## config.mk

```make
export PLATFORM = sky130hd
export DESIGN_NAME = apu_song_sequencer
export DESIGN_NICKNAME = d
export VERILOG_FILES = /design/src/rtl/apu_song_sequencer.sv
export SDC_FILE = /design/constraint.sdc
export NUM_CORES = 1
export LEC_CHECK = 0
export CAP_MARGIN = 10
export CORE_MARGIN = 1
export CORE_UTILIZATION = 53
export CTS_CLUSTER_SIZE = 12
export DETAILED_ROUTE_END_ITERATION = 6
export PLACE_DENSITY = 0.8
export SLEW_MARGIN = 20
export SYNTH_ARGS = -nofsm -noshare
export SYNTH_HDL_FRONTEND = slang
export SYNTH_SLANG_ARGS = --single-unit
export TNS_END_PERCENT = 10
```

## constraint.sdc

```tcl
create_clock -name i_clk -period 2.5 [get_ports i_clk]
set_input_delay 0.375 -clock i_clk [delete_from_list [all_inputs] [get_ports i_clk]]
set_output_delay 0.375 -clock i_clk [all_outputs]
set_load 0.1 [all_outputs]
```

## src/rtl/apu_song_sequencer.sv

```systemverilog
// Frame-driven song sequencer: walks a packed event stream in song ROM and issues
// note writes to the APU channel register port, advancing rows on the frame tempo.
module apu_song_sequencer #(
    parameter int ROM_ADDR_WIDTH = 10,
    parameter int TICKS_PER_ROW  = 6
) (
    input  logic                      i_clk,
    input  logic                      i_rst_n,
    input  logic                      i_enable,
    input  logic                      i_frame_pulse,
    output logic [ROM_ADDR_WIDTH-1:0] o_rom_addr,
    input  logic [15:0]               i_rom_data,
    output logic                      o_wr_valid,
    input  logic                      i_wr_ready,
    output logic [1:0]                o_wr_channel,
    output logic [6:0]                o_wr_note,
    output logic [3:0]                o_wr_volume,
    output logic [3:0]                o_mixer,
    output logic                      o_playing,
    output logic                      o_fault
);

    // state    | meaning
    // IDLE     | stopped; pc/mixer/timers cleared
    // FETCH    | ROM sees pc
    // DECODE   | act on the returned event word
    // ISSUE    | hold channel write until accepted
    // WAIT_ROW | count down row boundaries of a WAIT event
    typedef enum logic [2:0] {
        S_IDLE, S_FETCH, S_DECODE, S_ISSUE, S_WAIT_ROW
    } state_t;

    localparam int TW = (TICKS_PER_ROW > 1) ? $clog2(TICKS_PER_ROW) : 1;
    localparam logic [TW-1:0] TICK_MAX = TW'(TICKS_PER_ROW - 1);

    localparam logic [1:0] OP_NOTE_ON  = 2'b00;
    localparam logic [1:0] OP_NOTE_OFF = 2'b01;
    localparam logic [1:0] OP_WAIT     = 2'b10;
    localparam logic [1:0] OP_JUMP     = 2'b11;

    state_t                    state_q, state_d;
    logic [ROM_ADDR_WIDTH-1:0] pc_q, pc_d;
    logic [TW-1:0]             tick_q, tick_d;
    logic [11:0]               rows_left_q, rows_left_d;
    logic                      row_pend_q, row_pend_d;
    logic                      last_jump_q, last_jump_d;
    logic [3:0]                mixer_q, mixer_d;
    logic [1:0]                ch_q, ch_d;
    logic [6:0]                note_q, note_d;
    logic [3:0]                vol_q, vol_d;
    logic                      valid_q, valid_d;
    logic                      fault_q, fault_d;
    logic                      en_prev_q;

    logic [1:0]  op;
    logic [1:0]  ev_ch;
    logic [11:0] payload;
    logic        en_rise;
    logic        handshake;
    logic        wait_dec;

    assign op        = i_rom_data[15:14];
    assign ev_ch     = i_rom_data[13:12];
    assign payload   = i_rom_data[11:0];
    assign en_rise   = i_enable & ~en_prev_q;
    assign handshake = valid_q & i_wr_ready;
    assign wait_dec  = (state_q == S_DECODE) && i_enable && (op == OP_WAIT);

    always_ff @(posedge i_clk) begin
        if (!i_rst_n) begin
            state_q     <= S_IDLE;
            pc_q        <= '0;
            tick_q      <= '0;
            rows_left_q <= '0;
            row_pend_q  <= 1'b0;
            last_jump_q <= 1'b0;
            mixer_q     <= '0;
            ch_q        <= '0;
            note_q      <= '0;
            vol_q       <= '0;
            valid_q     <= 1'b0;
            fault_q     <= 1'b0;
            en_prev_q   <= 1'b0;
        end else begin
            state_q     <= state_d;
            pc_q        <= pc_d;
            tick_q      <= tick_d;
            rows_left_q <= rows_left_d;
            row_pend_q  <= row_pend_d;
            last_jump_q <= last_jump_d;
            mixer_q     <= mixer_d;
            ch_q        <= ch_d;
            note_q      <= note_d;
            vol_q       <= vol_d;
            valid_q     <= valid_d;
            fault_q     <= fault_d;
            en_prev_q   <= i_enable;
        end
    end

    always_comb begin
        state_d     = state_q;
        pc_d        = pc_q;
        tick_d      = tick_q;
        rows_left_d = rows_left_q;
        row_pend_d  = row_pend_q;
        last_jump_d = last_jump_q;
        mixer_d     = mixer_q;
        ch_d        = ch_q;
        note_d      = note_q;
        vol_d       = vol_q;
        valid_d     = valid_q;
        fault_d     = en_rise ? 1'b0 : fault_q;

        case (state_q)
            S_IDLE: begin
                // a fault parks the sequencer until enable is toggled
                if (i_enable && (!fault_q || en_rise)) begin
                    state_d    = S_FETCH;
                    tick_d     = '0;
                    row_pend_d = 1'b0;
                end
            end
            S_FETCH: state_d = S_DECODE;
            S_DECODE: begin
                case (op)
                    OP_NOTE_ON: begin
                        state_d        = S_ISSUE;
                        ch_d           = ev_ch;
                        note_d         = payload[6:0];
                        vol_d          = payload[11:8];
                        valid_d        = 1'b1;
                        mixer_d[ev_ch] = 1'b1;
                        pc_d           = pc_q + 1'b1;
                        last_jump_d    = 1'b0;
                    end
                    OP_NOTE_OFF: begin
                        state_d        = S_ISSUE;
                        ch_d           = ev_ch;
                        note_d         = '0;
                        vol_d          = '0;
                        valid_d        = 1'b1;
                        mixer_d[ev_ch] = 1'b0;
                        pc_d           = pc_q + 1'b1;
                        last_jump_d    = 1'b0;
                    end
                    OP_WAIT: begin
                        state_d     = S_WAIT_ROW;
                        rows_left_d = (payload == 12'd0) ? 12'd0 : payload - 12'd1;
                        pc_d        = pc_q + 1'b1;
                        last_jump_d = 1'b0;
                    end
                    default: begin
                        if (last_jump_q) begin
                            state_d = S_IDLE;
                            fault_d = 1'b1;
                        end else begin
                            state_d     = S_FETCH;
                            pc_d        = payload[ROM_ADDR_WIDTH-1:0];
                            last_jump_d = 1'b1;
                        end
                    end
                endcase
            end
            S_ISSUE: begin
                if (handshake) begin
                    valid_d = 1'b0;
                    state_d = i_enable ? S_FETCH : S_IDLE;
                end
            end
            S_WAIT_ROW: begin
                if (row_pend_q) begin
                    row_pend_d = 1'b0;
                    if (rows_left_q == 12'd0) state_d = S_FETCH;
                    else rows_left_d = rows_left_q - 12'd1;
                end
            end
            default: state_d = S_IDLE;
        endcase

        if (!i_enable && state_q != S_ISSUE) state_d = S_IDLE;

        // one stored boundary; one landing on a WAIT decode is dropped
        if (state_q != S_IDLE && i_frame_pulse) begin
            if (tick_q == TICK_MAX) begin
                tick_d = '0;
                if (!wait_dec) row_pend_d = 1'b1;
            end else begin
                tick_d = tick_q + 1'b1;
            end
        end
        if (wait_dec) row_pend_d = 1'b0;

        if (state_d == S_IDLE) begin
            pc_d        = '0;
            mixer_d     = '0;
            tick_d      = '0;
            rows_left_d = '0;
            row_pend_d  = 1'b0;
            last_jump_d = 1'b0;
            valid_d     = 1'b0;
        end
    end

    always_comb begin
        o_rom_addr   = pc_q;
        o_wr_valid   = valid_q;
        o_wr_channel = ch_q;
        o_wr_note    = note_q;
        o_wr_volume  = vol_q;
        o_mixer      = mixer_q;
        o_playing    = (state_q != S_IDLE);
        o_fault      = fault_q;
    end

endmodule

```

After elaboration in Yosys (flattened, before gate mapping)

Cells that the tools add are included.

Muxes and demuxes: 37
Bitwise operators: 7
Add/sub/neg operators: 4
Equality and inequality tests: 14
Order comparisons: 2
Reduce and logical (&&, ||, !) cells: 30

Operators by type and width:

| kind                    | number |
|---|---|
| $mux W12                | 4 |
| $mux W3                 | 9 |
| $logic_not A12 Y1       | 2 |
| $pmux W12 S2            | 1 |
| $sub A12 B1 Y12 const B | 2 |
| $mux W10                | 2 |
| $pmux W4 S2             | 2 |
| $pmux W3 S5             | 1 |
| $pmux W7 S2             | 1 |
| $mux W1                 | 13 |
| $add A10 B1 Y10 const B | 1 |
| $ne A2 B2 Y1 const B    | 5 |
| $reduce_bool A2 Y1      | 5 |
| $reduce_and A2 Y1       | 4 |
| $eq A3 B2 Y1 const B    | 2 |
| $eq A3 B3 Y1 const B    | 2 |
| $logic_and A1 B1 Y1     | 6 |
| $logic_not A3 Y1        | 2 |
| $pmux W3 S2             | 1 |
| $reduce_or A3 Y1        | 2 |
| $and A4 B4 Y4           | 1 |
| $not A4 Y4              | 1 |
| $or A4 B4 Y4            | 1 |
| $pmux W1 S2             | 2 |
| other kinds (18)        | 22 |

Word-level logic and storage cells: 107
Register bits after elaboration: 50

Depth between registers and ports, before layout

Depth in word-level cells: 9
Depth in mapped cells: 8
Depth with buffers taken out: 7

Worst setup path after synthesis

Ideal clock, no wire load.

Path type: register to register
Start: register pc_q[0], in the netlist o_rom_addr[0]
End: register pc_q[8], in the netlist o_rom_addr[8]
Path buffers: 0
Required time: 2.361 ns
Setup slack: 0.273 ns
Library setup time: 0.139 ns
Data arrival time: 2.089 ns
Stages on the path, launching flop included: 7
Cell sequence: dfxtp_1 ha_1 and3_1 nand3_1 or3_1 o21ai_0 a211oi_1

Cells in the longest elaborated chain, start to end: 2

RTL lines:

| item                     | RTL line      | text |
|---|---|---|
| start: declaration       | 42            | `logic [ROM_ADDR_WIDTH-1:0] pc_q, pc_d;` |
| start signal: assignment | 86            | `pc_q <= pc_d;` |
| $add A10 B1 Y10          | 134, 144, 150 |  |
| $mux W10                 | n/a           |  |

No other way between the ends.
A chain may end at the register's enable or synchronous reset.

Worst setup path in the final report

Start: input port i_rom_data[9]
End: register rows_left_q[3]

Cells in the longest elaborated chain, start to end: 4

RTL lines:

| item                   | RTL line | text |
|---|---|---|
| start: declaration     | 12       | `input logic [15:0] i_rom_data,` |
| $logic_not A12 Y1      | 149      | `rows_left_d = (payload == 12'd0) ? 12'd0 : payload - 12'd1;` |
| $mux W12               | 149      |  |
| $mux W12               | 126      | `case (op)` |
| $pmux W12 S2           | 115      | `case (state_q)` |
| end signal: assignment | 88       | `rows_left_q <= rows_left_d;` |
| end: declaration       | 44       | `logic [11:0] rows_left_q, rows_left_d;` |

No other way between the ends. The select of a mux whose other input is x is not followed.

==> results.toml <==
[logic_synthesis]
syn_avg_cell_area_um2 = 7.88
ys.flop_type = "dfxtp_1"
syn_area_um2 = 2920
synthesis.nets = 395
synth-async-reset-ratio = 0
syn_inst = 370
synth-seq-cells = 50
yosysSeqAreaShare = 0.343
yosysWarningCount = 0
ys_types = 62
synth_edf_count = 0

[worst_setup_path]
start_kind = "primary input"
startpoint = "i_rom_data[9]"
reg2regPathDepth = 5
required_ns = 2.69
endpoint = "rows_left_q[3]"
critPathArrivalTime_ns = 2.30
cp_max_fo = 9
endpoint_kind = "flip-flop"
r2r-start = "state_q[2]"
reg2reg_slack_ns = 0.47
rr_endpoint = "rows_left_q[9]"
critical_path_class = "in -> reg"

[power_and_ir_drop]
power.internal_mw = 1.22
swShare = 0.275
seq_power_share = 0.485
ir_worst_vdd_v = 0.000313
total_power_mw = 1.68
clkPwrFrac = 0.348
power_density_nw_per_um2 = 461
power.leakage_nw = 1.32
p_sw_mw = 0.461
combPwrFrac = 0.168

[routing]
wl_per_cell_um = 15.0
dr.pass1.iters = 5
wl_um = 7580
dr_wl_met2_um = 3550
met1Wirelength_um = 3480
drc = 0
wl_met3_um = 487
vias = 2967
postRouteAntennaNets = 0
drt_iter0_markers = 277
viasPerCell = 5.89
top_layer_used = "met4"

[floorplan]
ios = 51
start_util = 0.560
die_y_um = 76.2
rows = 26
coreArea_um2 = 5200
die_w_um = 76.2
dieArea_um2 = 5800

[grt]
grt_max_degree = 24
antenna_found_initial = 0
grt_overflow_total = 0
grt_pass1_wl_um = 12900
grt_usage = 0.271
grt_pass1_vias = 2669

[layout]
design_area_um2 = 3650
drive_above_1_share = 0.200
area_delta_synth_final_pct = 25.2
antennaDiodeCount = 0
final_nets = 458

[sta]
tightest_slew_ns = 0.489
max_slew_margin = 0.674
rsz0062_at_grt = "no"
finalHoldViolCount = 0
finalSetupViolations = 0
drv_slew = 0
min_period_over_period = 0.841
max_freq_mhz = 476
layout_min_cycle_time_ns = 2.10
clock_skew_ns = 0.00963
setup_tns_ns = 0

[clock_network]
cts_buffers = 5
cts_root_buf = "clkbuf_8"
post_cts_buffers = 0
clkSinkCount = 50
path_clk_slew_ns = 0.09
postCtsHoldBufs = 0
h-tree-depth = 2
insertion_delay_ns = 0.31
clock_path_buffers = 2
cts_repair_resize_count = 0
cts_tree = "yes"

[min_path]
holdCritPathClass = "reg -> reg"
hold_depth = 2

[place]
gp_congestion = 0.841
io_buffers = 50
dp_hpwl_um = 5570
place_area_um2 = 3540

[outcome]
status = "finished, final reports clean"

[job]
cap_viol_max_count = 0
[sequential cells by signal (all words and copies together) (netlist names), named ones only]
signal / flops
o_wr_note: 7
o_wr_volume: 4
row_pend_q: 1
last_jump_q: 1
o_wr_valid: 1
o_rom_addr: 10
rows_left_q: 12
en_prev_q: 1
state_q: 3
o_wr_channel: 2
o_fault: 1
tick_q: 3
[layout by cell type (no fill, tap or decap), drive strengths merged, types with 3 or more instances in the layout]
cell           instances
buf                   59
dfxtp                 50
nand2                 44
nor2                  41
a21oi                 27
nand3                 21
o21ai                 20
clkdlybuf4s50         20
a21boi                15
inv                   11
nor3                  10
a211oi                 8
o211ai                 7
or3                    7
nor3b                  7
nor4                   7
a21o                   6
a31oi                  5
clkbuf                 5
a31o                   5
xor2                   4
ha                     4
o31a                   4
xnor2                  3
mux2i                  3
a2bb2oi                3
or3b                   3
a311oi                 3
[critical path: stages]
cell and delay, ns:
clkdlybuf4s50_1 0.43, or4_4 0.55, or4b_4 0.58, a31o_1 0.24
nand2_1 0.06, a21oi_1 0.06
[through the flow]
step | hold slack (ns) | util | worst slack (ns) | std cells
floorplan | 0.461 | - | 0.273 | 370
finish | 0.476 | 0.701 | 0.398 | 504
global route | 0.501 | 0.701 | 0.305 | 504
CTS | 0.476 | 0.701 | 0.415 | 504
detailed placement | 0.463 | 0.679 | 0.0836 | 496
global placement | 0.450 | 0.679 | 0.0964 | 496
[Yosys cell counts (all sizes together), types with 3 or more instances]
library cell / count / area, um^2
o211ai: 7 / 52.6
or3: 7 / 45.1
ha: 4 / 50.1
a21o: 6 / 45.0
dfxtp: 50 / 1000
o31a: 4 / 37.5
nor4: 7 / 50.1
inv: 10 / 37.5
mux2i: 3 / 30.0
clkbuf: 10 / 37.5
nand3: 21 / 105
nor3: 10 / 55.1
or3b: 3 / 26.3
buf: 13 / 85.1
nor3b: 7 / 63.8
a311oi: 3 / 32.5
a211oi: 8 / 70.1
nand2: 44 / 173
a31o: 5 / 43.8
o21ai: 20 / 100
nor2: 41 / 154
a21boi: 15 / 113
xor2: 4 / 35.0
a21oi: 27 / 135
a31oi: 5 / 31.3
xnor2: 3 / 26.3
a2bb2oi: 3 / 32.5
[how the worst min path moves through the flow]
stage	to	startpoint	slack (ns)
5_1_grt	o_wr_volume[1]	o_wr_volume[1]	0.50
3_5_place_dp	o_wr_volume[1]	o_wr_volume[1]	0.46
4_1_cts	o_wr_volume[1]	o_wr_volume[1]	0.48
3_3_place_gp	o_wr_note[4]	o_wr_note[4]	0.45
6_report	o_wr_volume[1]	o_wr_volume[1]	0.48
2_1_floorplan	rows_left_q[6]	rows_left_q[6]	0.46
[logic make-up after synthesis]
family	Yosys count	synth area share
AND/OR/NAND/NOR	156	0.274
AO/OA/AOI/OAI	117	0.279
flip-flops	50	0.343
buffers and inverters	33	0.0549
XOR/XNOR	7	0.0210
adder cells (fa/ha/maj)	4	0.0172
multiplexers	3	0.0103
[per-layer routing]
layer  vias to the layer above  track usage
met5                         -            0
met4                         0       0.0577
met3                         8       0.0503
met2                        99        0.437
met1                      1383        0.376
li1                       1477            -
[power by group through the flow]
stage / combinational [mW] / clock (mW) / sequential [mW]
4_1_cts: 0.278 / 0.592 / 0.814
6_report: 0.282 / 0.584 / 0.815
3_5_place_dp: 0.276 / 0 / 0.833
5_1_grt: 0.301 / 0.625 / 0.816
3_3_place_gp: 0.272 / 0 / 0.832
2_1_floorplan: 0.141 / 0 / 0.850
[cell type report]
| class | instances | area [um^2] |
|---|---|---|
| Clock inverter | 3 | 43.8 |
| Clock buffer | 5 | 68.8 |
| Inverter | 10 | 37.5 |
| Multi-Input combinational cell | 287 | 1750 |
| Timing Repair Buffer | 79 | 656 |
| Fill cell | 426 | 1560 |
| Sequential cell | 50 | 1000 |
| Tap cell | 70 | 87.6 |
Power figures use the tool's default switching activity.
